$ cat src/rtl/fpu_compare_issue.sv
// Issue/response front end for the FPU comparison unit: decodes a compare or min/max request,
// drives the comparator from registered operands and returns an IEEE-corrected, tagged response.
`timescale 1ns/1ps
module fpu_compare_issue #(
    parameter int Std   = 31,
    parameter int Exp   = 7,
    parameter int Man   = 22,
    parameter int TAG_W = 4
) (
    input  logic             clk,
    input  logic             rst_l,
    input  logic             req_valid,
    output logic             req_ready,
    input  logic [4:0]       req_funct5,
    input  logic [2:0]       req_funct3,
    input  logic [Std:0]     req_rs1,
    input  logic [Std:0]     req_rs2,
    input  logic [TAG_W-1:0] req_tag,
    output logic [7:0]       cmp_opcode,
    output logic [Std:0]     cmp_a,
    output logic [Std:0]     cmp_b,
    input  logic [31:0]      cmp_result,
    input  logic [Std:0]     cmp_minmax,
    output logic             rsp_valid,
    input  logic             rsp_ready,
    output logic [Std:0]     rsp_data,
    output logic             rsp_nv,
    output logic             rsp_illegal,
    output logic [TAG_W-1:0] rsp_tag
);

    typedef enum logic [1:0] {IDLE, EXEC, RESP} state_t;

    state_t           state;
    logic             illegal_p0;
    logic [TAG_W-1:0] tag_p0;
    logic [7:0]       dec_op;
    logic [Std+1:0]   fix_p0;
    logic             unused_cmp_hi;

    assign unused_cmp_hi = |cmp_result[31:1];

    function automatic logic [7:0] decode(input logic [4:0] f5, input logic [2:0] f3);
        logic [7:0] op;
        op = 8'h00;
        if (f5 == 5'b10100) begin
            case (f3)
                3'b010:  op = 8'h01;
                3'b001:  op = 8'h04;
                3'b000:  op = 8'h08;
                default: op = 8'h00;
            endcase
        end else if (f5 == 5'b00101) begin
            case (f3)
                3'b000:  op = 8'h40;
                3'b001:  op = 8'h80;
                default: op = 8'h00;
            endcase
        end
        return op;
    endfunction

    function automatic logic is_nan(input logic [Std:0] x);
        return (&x[Std-1:Man+1]) && (|x[Man:0]);
    endfunction

    function automatic logic is_snan(input logic [Std:0] x);
        return is_nan(x) && !x[Man];
    endfunction

    // Returns {nv, data}; NaN and signed-zero cases override the comparator.
    function automatic logic [Std+1:0] correct(input logic [7:0] op, input logic [Std:0] a,
                                               input logic [Std:0] b, input logic res,
                                               input logic [Std:0] mm);
        logic           any_nan;
        logic           any_snan;
        logic           both_zero;
        logic           bit_v;
        logic           nv;
        logic [Std:0]   data;
        logic [Std:0]   qnan;
        any_nan   = is_nan(a) || is_nan(b);
        any_snan  = is_snan(a) || is_snan(b);
        both_zero = (a[Std-1:0] == '0) && (b[Std-1:0] == '0);
        qnan      = {1'b0, {(Exp+1){1'b1}}, 1'b1, {Man{1'b0}}};
        bit_v     = res;
        nv        = 1'b0;
        data      = '0;
        if (op[0]) begin
            if (any_nan) begin
                bit_v = 1'b0;
                nv    = any_snan;
            end else if (both_zero) begin
                bit_v = 1'b1;
            end
            data = {{Std{1'b0}}, bit_v};
        end else if (op[2] || op[3]) begin
            if (any_nan) begin
                bit_v = 1'b0;
                nv    = 1'b1;
            end else if (both_zero) begin
                bit_v = op[3];
            end
            data = {{Std{1'b0}}, bit_v};
        end else if (op[6] || op[7]) begin
            nv = any_snan;
            if (is_nan(a) && is_nan(b)) data = qnan;
            else if (is_nan(a))         data = b;
            else if (is_nan(b))         data = a;
            else                        data = mm;
        end
        return {nv, data};
    endfunction

    assign dec_op    = decode(req_funct5, req_funct3);
    assign fix_p0    = correct(cmp_opcode, cmp_a, cmp_b, cmp_result[0], cmp_minmax);
    assign req_ready = rst_l && (state == IDLE);

    always_ff @(posedge clk or negedge rst_l) begin
        if (!rst_l) begin
            state       <= IDLE;
            cmp_opcode  <= '0;
            cmp_a       <= '0;
            cmp_b       <= '0;
            illegal_p0  <= 1'b0;
            tag_p0      <= '0;
            rsp_valid   <= 1'b0;
            rsp_data    <= '0;
            rsp_nv      <= 1'b0;
            rsp_illegal <= 1'b0;
            rsp_tag     <= '0;
        end else begin
            case (state)
                // Stage p0: register the request and its decoded opcode
                IDLE: begin
                    if (req_valid) begin
                        cmp_a      <= req_rs1;
                        cmp_b      <= req_rs2;
                        cmp_opcode <= dec_op;
                        illegal_p0 <= (dec_op == 8'h00);
                        tag_p0     <= req_tag;
                        state      <= EXEC;
                    end
                end
                // Stage p1: capture the corrected comparator result
                EXEC: begin
                    rsp_valid   <= 1'b1;
                    rsp_data    <= illegal_p0 ? '0 : fix_p0[Std:0];
                    rsp_nv      <= illegal_p0 ? 1'b0 : fix_p0[Std+1];
                    rsp_illegal <= illegal_p0;
                    rsp_tag     <= tag_p0;
                    state       <= RESP;
                end
                // Stage p2: hold the response until it is taken
                RESP: begin
                    if (rsp_ready) begin
                        rsp_valid  <= 1'b0;
                        cmp_opcode <= '0;
                        state      <= IDLE;
                    end
                end
                default: state <= IDLE;
            endcase
        end
    end

endmodule

$ cat config.mk
export PLATFORM = sky130hd
export DESIGN_NAME = fpu_compare_issue
export DESIGN_NICKNAME = d
export VERILOG_FILES = /design/src/rtl/fpu_compare_issue.sv
export SDC_FILE = /design/constraint.sdc
export NUM_CORES = 1
export LEC_CHECK = 0
export ABC_AREA = 0
export BUFFER_PORTS_ARGS = -buffer_cell sky130_fd_sc_hd__buf_2
export CORE_UTILIZATION = 50
export DETAILED_ROUTE_END_ITERATION = 6
export MAX_ROUTING_LAYER = met4
export PLACE_DENSITY = 0.94
export SLEW_MARGIN = 20
export SYNTH_ARGS = -nofsm -noshare
export SYNTH_HDL_FRONTEND = slang
export SYNTH_SLANG_ARGS = --single-unit
$ cat constraint.sdc
create_clock -name clk -period 5.2 [get_ports clk]
set_input_delay 0 -clock clk [delete_from_list [all_inputs] [get_ports clk]]
set_output_delay 0 -clock clk [all_outputs]
set_load 0.05 [all_outputs]
==> metrics.md, run 1 <==
| Metric | Value |
|---|---|
| Vias | `5136` |
| Crit-path cells | `nand2b_4, nor4_2, nand2_1, o21ai_1` |
| Layout Nets | `881` |
| Rows | `36` |
| H-tree depth | `4` |
| CP arrival | `3.77 ns` |
| Period utilization | `0.6476` |
| Worst Hold Class | `in -> reg` |
| Reg clk slew, reported paths | `0.06 ns` |
| Fmax | `296.9 MHz` |
| Largest net degree at the start of global routing | `68` |
| DRC errors left | `0` |
| #FFs+latches synth | `approximately 120` |
| Routed Antenna Nets | `0` |
| Worst Clk Skew | `0.009577 ns` |
| Final Routed Wirelength | `18750 um` |
| Starting Density | `0.5232` |
| Final setup TNS | `0 ns` |
| CORE AREA | `slightly below 10000 sq um` |
| Via density | `5.803` |
| Root Buffer Master | `clkbuf_8` |
| Die H | `103.8 um` |
| Placed insts | `738` |
| Clk buf depth | `2` |
| Die X | `103.8 um` |
| CP max stage cell | `nor4_2` |
| Status | `finished, final reports clean` |
| Proportion of layout cells with a drive suffix above 1 | `0.4680` |
| Hold path endpoint | `rsp_data[0]` |
| Fill count | `523` |
| Post-DP HPWL | `10680 um` |
| Max Fanout on Critical Path | `42` |
| Async set-reset flop share out of synthesis | `1.000` |
| DR WL/cell | `~21 um` |
| Overall Global Routing Usage | `0.3653` |
| Setup Crit Path Kind | `reg -> reg` |
| R2R cell count | `4` |
| Slew Limit Fails | `0` |
| RR Endpoint | `rsp_data[7]` |
| Hold WS | `a little under 0.07 ns` |
| Synth Area per Inst | `around 13 sq um` |
| Crit-path max cell delay | `1.02 ns` |
| Number of global-route vias before repair | `roughly 5500` |
| P per Cell Area | `595.5 nW/um^2` |
| VDD IR max | `about 540 uV` |
| Synthesized cell area | `5185 sq um` |
| Crit end category | `flop` |
| Postcts setup bufs | `0` |
| Cell area after placement | `6385 sq um` |
| Predominant post-synthesis flop cell | `dfrtp_1` |
| Die footprint | `between 10000 and 15000 sq um` |
| Netlist cell types | `36` |
| Setup violators final | `0` |
| CTS tree | `built` |
| Period minus WS final | `3.368 ns` |
| R2R Setup Slk | `1.83 ns` |
| RSZ-0062 raised after global routing | `false` |
| Clock sink total | `115` |
| CP required | `~5.6 ns` |
| Final-report hold violation count | `0` |
| Hold Path Origin | `cmp_minmax[0]` |
| Leak Pwr | `between 4 and 5 nW` |
| Drt first pass iters | `5` |
| Hold depth | `4` |
| Worst-Margin Slew | `1.092 ns` |
| # resized after CTS | `0` |
| Hold Buf Count CTS | `roughly 110` |
| Layout area overhead | `56.23%` |
| Startpoint types | `flop` |
| Seq/Total Area, Yosys | `0.5550` |
| Initial antenna violation count | `1` |
| Clk_lat worst skew | `0.52 ns` |
| Worst reg2reg path startpoint | `state[0]` |
| Inserted Clock Buffers | `17` |
| I/O Buffers | `221` |
| Final GP Congestion | `roughly 0.83` |
| DR iter-0 viols | `298` |
| Slew HR | `0.2661` |
| Post-synth EDFFs | `0` |
| Design Area, Final | `about 8100 sq um` |
| Syn. warnings | `0` |
| Cells after synthesis | `roughly 400` |
| GRT overflow | `0` |
| Cell Count, Final, Fillers Out | `about 890` |
| Io pins | `256` |
| Total power | `4.824 mW` |
| First-pass GRT wire length | `29230 um` |
| Max Cap Violations | `0` |
==> how the worst max path moves through the flow <==
| stage | startpoint | depth (start not counted) | slack (ns) | endpoint |
|---|---|---|---|---|
| after global routing | state[0] | 4 | 1.76 | rsp_data[7] |
| final | state[0] | 4 | 1.83 | rsp_data[7] |
| after floorplan | cmp_b[17] | 8 | 3.17 | rsp_data[25] |
| after global placement | state[1] | 4 | 1.89 | rsp_data[21] |
| after CTS | state[1] | 4 | 1.58 | rsp_data[7] |
| after detailed placement | state[1] | 4 | 1.69 | rsp_data[15] |
==> synthesized netlist by cell type (3+ instances only) <==
library cell  count  area (sq um)
a21o_1            9         67.56
a22oi_2          14         175.2
nand2b_1          4         25.02
nor3_1            3         15.01
o21ai_0          10         50.05
buf_4             6         45.04
a21oi_1          14         70.07
nand4_1           7         43.79
mux2i_1          32         320.3
o21ai_1          28         140.1
inv_1             4         15.01
clkbuf_1          5         18.77
a22oi_1           8         60.06
nand2_1          10         37.54
nor4_1           15         93.84
nor2_1           10         37.54
buf_2            12         60.06
dfrtp_1         115          2878
a32o_1            3         30.03
mux2_2           73         822.0
==> flip-flops by register name, indices dropped and copies added (netlist names) <==
name and cells:
cmp_a 32, cmp_b 32, cmp_opcode 5, illegal_p0 1
rsp_data 32, rsp_illegal 1, rsp_nv 1, rsp_tag 4
rsp_valid 1, state 2, tag_p0 4
==> logic make-up (layout without fill, tap and decap cells) <==
kind of cell | after synthesis | after routing | share of synthesized area
flip-flops | 115 | 115 | 0.5550
multiplexers | 105 | 105 | 0.2203
AO/OA/AOI/OAI | 96 | 96 | 0.1293
AND/OR/NAND/NOR | 56 | 56 | 0.06057
buffers and inverters | 30 | 375 | 0.03402
other | 1 | 5 | 0.0007232
==> layout by cell type (no fill, tap or decap), types with 3 or more instances in the layout <==
cell           count
conb_1             3
clkinvlp_4         5
a22oi_2           14
nor3_1             3
nand4_1            7
a21o_1             9
a22oi_1            8
dlygate4sd3_1    113
clkinv_4           4
dfrtp_1          115
buf_2            220
a32o_1             3
a21oi_1           14
o21ai_0           10
nor2_1             9
nand2b_1           3
nand2_1           10
mux2_2            73
nor4_1            15
mux2i_1           32
buf_4              5
clkbuf_16         16
o21ai_1           27
inv_1              4
==> per-layer routing <==
layer  vias up  track usage  part of all wire
li1       2184            -                 -
met1      2519       0.3873              0.36
met2       326       0.6186              0.52
met3       107      0.06482             0.065
met4         0       0.2561             0.059
met5         -            -                 0
==> power breakdown <==
part,internal [mW],switching [mW]
registers,1.20,0.393
clock network,0.684,0.449
logic,0.625,1.47
total,2.51,2.32
==> worst max-delay path: cells and delay by family, from the launching register on <==
kind / cells / cell delay (ns)
AO/OA/AOI/OAI: 1 / 0.44
flip-flops: 1 / 0.52
AND/OR/NAND/NOR: 3 / 2.27
==> metrics by stage <==
| step | utilization | setup slack, ns |
|---|---|---|
| CTS | 0.8164 | 1.578 |
| floorplan | - | 3.173 |
| global route | 0.8172 | 1.761 |
| global placement | 0.6415 | 1.886 |
| detailed placement | 0.6443 | 1.691 |
| finish | 0.8174 | 1.832 |
==> cell type report <==
| class | count | area [sq um] | area share |
|---|---|---|---|
| Antenna cell | 2 | 5.005 | 0.0006179 |
| Clock buffer | 17 | 414.1 | 0.05113 |
| Clock inverter | 15 | 160.2 | 0.01977 |
| Inverter | 4 | 15.01 | 0.001854 |
| Multi-Input combinational cell | 260 | 2165 | 0.2672 |
| Sequential cell | 115 | 2878 | 0.3553 |
| Tap cell | 133 | 166.4 | 0.02054 |
| Timing Repair Buffer | 339 | 2297 | 0.2836 |
Note: power is estimated with default switching activity, not from simulation.
==> inputs of run 2 (changes only) <==
--- a/config.mk
+++ b/config.mk
@@ -7,10 +7,10 @@
 export LEC_CHECK = 0
 export ABC_AREA = 0
 export BUFFER_PORTS_ARGS = -buffer_cell sky130_fd_sc_hd__buf_2
-export CORE_UTILIZATION = 50
+export CORE_UTILIZATION = 42
 export DETAILED_ROUTE_END_ITERATION = 6
 export MAX_ROUTING_LAYER = met4
-export PLACE_DENSITY = 0.94
+export PLACE_DENSITY = 0.85
 export SLEW_MARGIN = 20
 export SYNTH_ARGS = -nofsm -noshare
 export SYNTH_HDL_FRONTEND = slang
==> constraint.sdc (replaced) <==
create_clock -name clk -period 2.85 [get_ports clk]
set_input_delay 0 -clock clk [delete_from_list [all_inputs] [get_ports clk]]
set_output_delay 0 -clock clk [all_outputs]
set_load 0.05 [all_outputs]
==> run 2 against run 1 <==
Die area rose by 19%. Non-clock buffer count is 3 lower. Setup slack got worse by 1.5 ns. Worst hold slack got worse by 0.043 ns. Total power rose by 84%. Sequential power increased by 80%. Register-to-register slack lost 1.5 ns. Sequential share of layout area down 0.093 points. First-iteration DRC count fell by 18%. Core utilization shrank 14 points. Design area up 0.26%. Critical path type unchanged. Highest routed layer unchanged.
==> metrics.md, run 2 (synthesized netlist as in run 1, its figures left out) <==
| Metric | Value |
|---|---|
| Status | `finished, final reports clean` |
| Root Buffer Master | `clkbuf_16` |
| Die H | `113.1 um (+8.9%)` |
| Clock sink total | `115 (unchanged)` |
| VDD IR max | `918.7 uV (+71%)` |
| CP required | `3.14 ns (-2.46 ns)` |
| Inserted Clock Buffers | `17 (unchanged)` |
| Reg clk slew, reported paths | `0.06 ns (about the same)` |
| Vias | `4798 (-6.6%)` |
| CP dominant cell by count | `buf_4` |
| Setup Crit Path Kind | `reg -> reg` |
| Postcts setup bufs | `0 (unchanged)` |
| P per Cell Area | `1095 nW/um^2 (+84%)` |
| Setup violators final | `0 (unchanged)` |
| Rows | `40 (+11%)` |
| Proportion of layout cells with a drive suffix above 1 | `0.4752 (+0.007234)` |
| Layout Nets | `878 (-0.34%)` |
| H-tree depth | `4 (unchanged)` |
| DP Worst Slack | `0.3028 ns (-1.388 ns)` |
| Worst Clk Skew | `0.01324 ns (+0.003663 ns)` |
| Number of global-route vias before repair | `5158 (-6.5%)` |
| Leak Pwr | `4.063 nW (+0.60%)` |
| Initial antenna violation count | `1 (unchanged)` |
| Fmax | `400.3 MHz (+35%)` |
| Post-DP HPWL | `10390 um (-2.8%)` |
| CORE AREA | `12010 sq um (+21%)` |
| Slew HR | `0.6210 (+0.3549)` |
| Final GP Congestion | `0.8891 (+7.4%)` |
| CP max stage cell | `nor4_1` |
| First-pass GRT wire length | `26390 um (-9.7%)` |
| Largest regs | `cmp_a x32, cmp_b x32, rsp_data x32` |
| # resized after CTS | `0 (unchanged)` |
| Worst-Margin Slew | `0.5685 ns (-0.5233 ns)` |
| Cell Count, Final, Fillers Out | `895 (+1.1%)` |
| Commonest non-fill, non-tap cell in the layout | `buf_2` |
| Crit-path cells | `nor4_1, nand4_1, o21ai_4, buf_4, buf_4, mux2i_1, o21ai_1` |
| Die footprint | `12790 sq um (+19%)` |
| Layout area overhead | `56.64%` |
| Hold Buf Count CTS | `104 (-8.0%)` |
| Drt first pass iters | `4 (-1)` |
| Period utilization | `0.8766 (+0.2290)` |
| Placed insts | `758 (+2.7%)` |
| CP arrival | `2.78 ns (-0.99 ns)` |
| DR WL/cell | `19.03 um (-10%)` |
| Multi-input logic area | `2160 sq um (-0.23%)` |
| Crit-path max cell delay | `0.50 ns (-0.52 ns)` |
| Final setup TNS | `0 ns (unchanged)` |
| Clk_lat worst skew | `0.41 ns (-0.11 ns)` |
| Most frequent cells in the layout | `buf_2, dfrtp_1, dlygate4sd3_1, mux2_2, mux2i_1` |
| Period minus WS final | `2.498 ns (-0.8694 ns)` |
| Largest net degree at the start of global routing | `73 (+7.4%)` |
| Worst setup margin | `0.3517 ns (-1.481 ns)` |
| Final-report hold violation count | `0 (unchanged)` |
| Max Cap Violations | `0 (unchanged)` |
| DR iter-0 viols | `244 (-18%)` |
| Clk buf depth | `2 (unchanged)` |
| Startpoint types | `flop` |
| Slew Limit Fails | `0 (unchanged)` |
| RSZ-0062 raised after global routing | `false` |
| Worst Hold Class | `in -> reg` |
| DRC errors left | `0 (unchanged)` |
| Reg area | `2878 sq um (unchanged)` |
| Overall Global Routing Usage | `0.2824 (-0.08290)` |
| Crit end category | `flop` |
| Fill count | `836 (+60%)` |
| GRT overflow | `0 (unchanged)` |
| Starting Density | `0.4317 (-0.09157)` |
| Die X | `113.1 um (+8.9%)` |
| Routed Antenna Nets | `0 (unchanged)` |
| Via density | `5.361 (-7.6%)` |
| I/O Buffers | `221 (unchanged)` |
| CTS tree | `built` |
| Final Routed Wirelength | `17030 um (-9.2%)` |
| Max Fanout on Critical Path | `14 (-67%)` |
| Io pins | `256 (unchanged)` |
-- run 2: cell types whose count changed in the layout (fill, tap and decap cells not counted), moves of 2 or more --
cell,change
buf_4,+6
bufinv_16,+2
clkbuf_1,+2
clkbuf_8,+3
clkinv_4,-4
clkinvlp_4,-3
dlygate4sd3_1,-9
inv_6,-2
-- run 2: per-layer routing --
| metal | GRT usage | share of wire | wire length [um] |
|---|---|---|---|
| met4 | 0.1500 | 0.038 | 641 |
| met3 | 0.06052 | 0.051 | 876 |
| met1 | 0.3072 | 0.39 | 6660 |
| met2 | 0.4847 | 0.52 | 8853 |
| met5 | - | 0 | 0 |
-- run 2: stage by stage --
stage	power [mW]	instance area [sq um]	hold WS, ns	util
after detailed placement	6.480	6440	-0.03289	0.5361
after floorplan	5.445	5192	-0.2956	-
final	8.892	8122	0.02468	0.6761
after global placement	6.367	6440	-0.04325	0.5361
after CTS	8.873	8119	0.01389	0.6759
after global routing	9.241	8122	0.04154	0.6761
-- run 2: final timing paths --
kind / startpoint / endpoint / slack, ns / depth (start not counted)
min: cmp_minmax[25] / rsp_data[25] / 0.02 / 4
max reg2reg: cmp_b[17] / rsp_data[14] / 0.35 / 7
min in group asynchronous: rst_l / rsp_data[14] / 0.08 / 2
max: cmp_b[17] / rsp_data[14] / 0.35 / 7
max in group asynchronous: rst_l / cmp_b[11] / 1.83 / 3
min reg2reg: rsp_data[26] / rsp_data[26] / 0.48 / 1
-- run 2: power breakdown --
group          leakage (nW)  total (mW)  switching (mW)  internal [mW]
registers              1.43        2.86           0.668           2.19
logic                  2.33        3.77            2.65           1.12
clock network         0.309        2.26           0.710           1.55
-- run 2: final cells by class --
| type | instances | share of cell area |
|---|---|---|
| Sequential cell | 115 | 0.3543 |
| Timing Repair Buffer | 336 | 0.2764 |
| Multi-Input combinational cell | 260 | 0.2659 |
| Clock buffer | 23 | 0.06008 |
| Tap cell | 147 | 0.02265 |
| Clock inverter | 9 | 0.01849 |
| Inverter | 4 | 0.001849 |
| Antenna cell | 1 | 0.0003081 |
-- run 2: worst max-delay path, delay by kind of cell (launching register included) --
kind | cells | cell delay [ns]
and+or+nand+nor | 2 | 0.85
AOI/OAI and AO/OA | 2 | 0.37
buffers and inverters | 2 | 0.51
muxes | 1 | 0.23
DFF | 1 | 0.42
==> inputs of run 3 (changes only) <==
==> constraint.sdc (replaced) <==
create_clock -name clk -period 2.2 [get_ports clk]
set_input_delay 0 -clock clk [delete_from_list [all_inputs] [get_ports clk]]
set_output_delay 0 -clock clk [all_outputs]
set_load 0.05 [all_outputs]
==> run 3 against run 2 <==
The flow now finishes with violations (setup timing). Critical path depth rose by 3. Via count rose by 4.8%. Combinational power rose by 34%. Clock power rose by 26%. Worst hold slack got worse by 0.0059 ns. Sequential cell count did not move. First-iteration DRC count rose by 2.0%. Die area did not move. Final cell count rose by 1.8%. Setup slack got worse by 0.36 ns. Design area rose by 3.4%. Critical endpoint is now rsp_data[28].
==> metrics.md, run 3 (synthesized netlist as in run 1, its figures left out) <==
| Metric | Value |
|---|---|
| Status | `finished with violations` |
| Failing checks | `setup timing` |
| Final-report hold violation count | `0 (unchanged)` |
| Worst-Margin Slew | `0.5695 ns (+0.0009830 ns)` |
| Worst Clk Skew | `0.01067 ns (-0.002575 ns)` |
| Reg area | `2879 sq um (about the same)` |
| Max Cap Violations | `0 (unchanged)` |
| DP Worst Slack | `-0.3028 ns (-0.6055 ns)` |
| Reg clk slew, reported paths | `0.05 ns (about the same)` |
| VDD IR max | `1115 uV (+21%)` |
| Proportion of layout cells with a drive suffix above 1 | `0.4908 (+0.01560)` |
| Design Area, Final | `8401 sq um (+3.4%)` |
| Vias | `5030 (+4.8%)` |
| Root Buffer Master | `clkbuf_16` |
| Cell area after placement | `6603 sq um (+2.5%)` |
| Routed Antenna Nets | `0 (unchanged)` |
| Crit end category | `flop` |
| Final setup TNS | `-0.008906 ns (-0.008906 ns)` |
| Die X | `113.1 um (unchanged)` |
| Setup Crit Path Kind | `reg -> reg` |
| Starting Density | `0.4317 (unchanged)` |
| Period minus WS final | `2.209 ns (-0.2894 ns)` |
| Final Routed Wirelength | `18160 um (+6.6%)` |
| Commonest non-fill, non-tap cell in the layout | `buf_2` |
| Clk buf depth | `2 (unchanged)` |
| DRC errors left | `0 (unchanged)` |
| Worst reg2reg path startpoint | `cmp_b[19]` |
| Die footprint | `12790 sq um (unchanged)` |
| Hold Path Origin | `req_funct5[0]` |
| Final GP Congestion | `0.8831 (-0.67%)` |
| Antenna diode count | `0 (-1)` |
| Multi-input logic area | `2191 sq um (+1.4%)` |
| CP required | `2.50 ns (-0.64 ns)` |
| Max Fanout on Critical Path | `5 (-9)` |
| Io pins | `256 (unchanged)` |
| Placed insts | `768 (+1.3%)` |
| Post-DP HPWL | `10400 um (+0.12%)` |
| Drt first pass iters | `5 (+1)` |
| Startpoint types | `flop` |
| CTS tree | `built` |
| Leak Pwr | `4.204 nW (+3.5%)` |
| Fmax | `452.7 MHz (+13%)` |
| GRT overflow | `0 (unchanged)` |
| Fill count | `798 (-4.5%)` |
| Slew HR | `0.6203 (-0.0006550)` |
| Overall Global Routing Usage | `0.2969 (+0.01448)` |
| P per Cell Area | `1382 nW/um^2 (+26%)` |
| Worst setup path start | `cmp_b[19]` |
| RSZ-0062 raised after global routing | `true` |
| Most frequent cells in the layout | `buf_2, dfrtp_1, dlygate4sd3_1, mux2_2, mux2i_1` |
| I/O Buffers | `221 (unchanged)` |
| Worst setup margin | `-0.008906 ns (-0.3606 ns)` |
| DR WL/cell | `19.93 um (+4.7%)` |
| Clock sink total | `115 (unchanged)` |
| Largest net degree at the start of global routing | `86 (+18%)` |
| Layout area overhead | `62.02%` |
| Clk_lat worst skew | `0.42 ns (about the same)` |
| DR iter-0 viols | `249 (+2.0%)` |
| H-tree depth | `4 (unchanged)` |
| Slew Limit Fails | `0 (unchanged)` |
| Initial antenna violation count | `0 (-1)` |
| Via density | `5.521 (+3.0%)` |
| Total power | `11.61 mW (+31%)` |
| Layout Nets | `895 (+1.9%)` |
| Die H | `113.1 um (unchanged)` |
| Period utilization | `1.004 (+0.1274)` |
| Rows | `40 (unchanged)` |
| Largest regs | `cmp_a x32, cmp_b x32, rsp_data x32` |
| Worst Hold Class | `in -> reg` |
| CORE AREA | `12010 sq um (unchanged)` |
| Setup violators final | `1 (+1)` |
| Cell Count, Final, Fillers Out | `911 (+1.8%)` |
| Inserted Clock Buffers | `17 (unchanged)` |
| Number of global-route vias before repair | `5298 (+2.7%)` |
| CP arrival | `2.51 ns (-0.27 ns)` |
| First-pass GRT wire length | `27740 um (+5.1%)` |
run 3: layer usage:
metal  wire [um]  GRT usage
met4         712     0.1456
met2        9357     0.5076
met1        6962     0.3255
met5           0          -
met3        1123    0.06963
run 3: cell type report:
class / count / area share
inverter: 4 / 0.001787
tap: 147 / 0.02189
sequential: 115 / 0.3427
clock inverter: 11 / 0.01892
clock buffer: 21 / 0.05362
timing repair buffer: 353 / 0.3003
multi-input combinational: 260 / 0.2608
run 3: final timing paths:
| kind | cells after the start | slack (ns) | to |
|---|---|---|---|
| setup / recovery | 10 | -0.009 | rsp_data[28] |
| hold reg to reg | 1 | 0.47 | rsp_data[24] |
| hold / removal | 3 | 0.02 | cmp_opcode[2] |
| max in group asynchronous | 3 | 1.27 | cmp_a[8] |
| min in group asynchronous | 2 | 0.11 | rsp_data[14] |
| setup reg to reg | 10 | -0.009 | rsp_data[28] |
run 3: where the power goes:
part | internal [mW] | switching [mW]
logic | 1.55 | 3.48
registers | 2.84 | 0.883
clock network | 1.91 | 0.942
run 3: critical path: stages (launching register included):
cell and delay (ns):
dfrtp_1 0.39, nor4_2 0.32, buf_4 0.16, nand4_1 0.13, buf_4 0.20, o21ai_4 0.15, buf_4 0.15, buf_12 0.12
mux2i_1 0.20, a21oi_1 0.11, a21o_1 0.18
run 3: stage by stage:
| stage | util | hold slack (ns) |
|---|---|---|
| 6_report | 0.6994 | 0.01878 |
| 4_1_cts | 0.6944 | 0.002720 |
| 5_1_grt | 0.6994 | 0.007372 |
| 3_5_place_dp | 0.5497 | -0.02855 |
| 3_3_place_gp | 0.5497 | -0.03695 |
| 2_1_floorplan | - | -0.2956 |
run 3: repair_timing:
| item | CTS | global route |
|---|---|---|
| setup endpoints to repair | 33 | 32 |
| gates resized for setup | 4 | 2 |
| hold endpoints to repair | 135 | 0 |
| gates cloned | 1 | 2 |
| hold buffers | 105 | 0 |
| pin swaps | 3 | 1 |
| setup buffers | 3 | 0 |
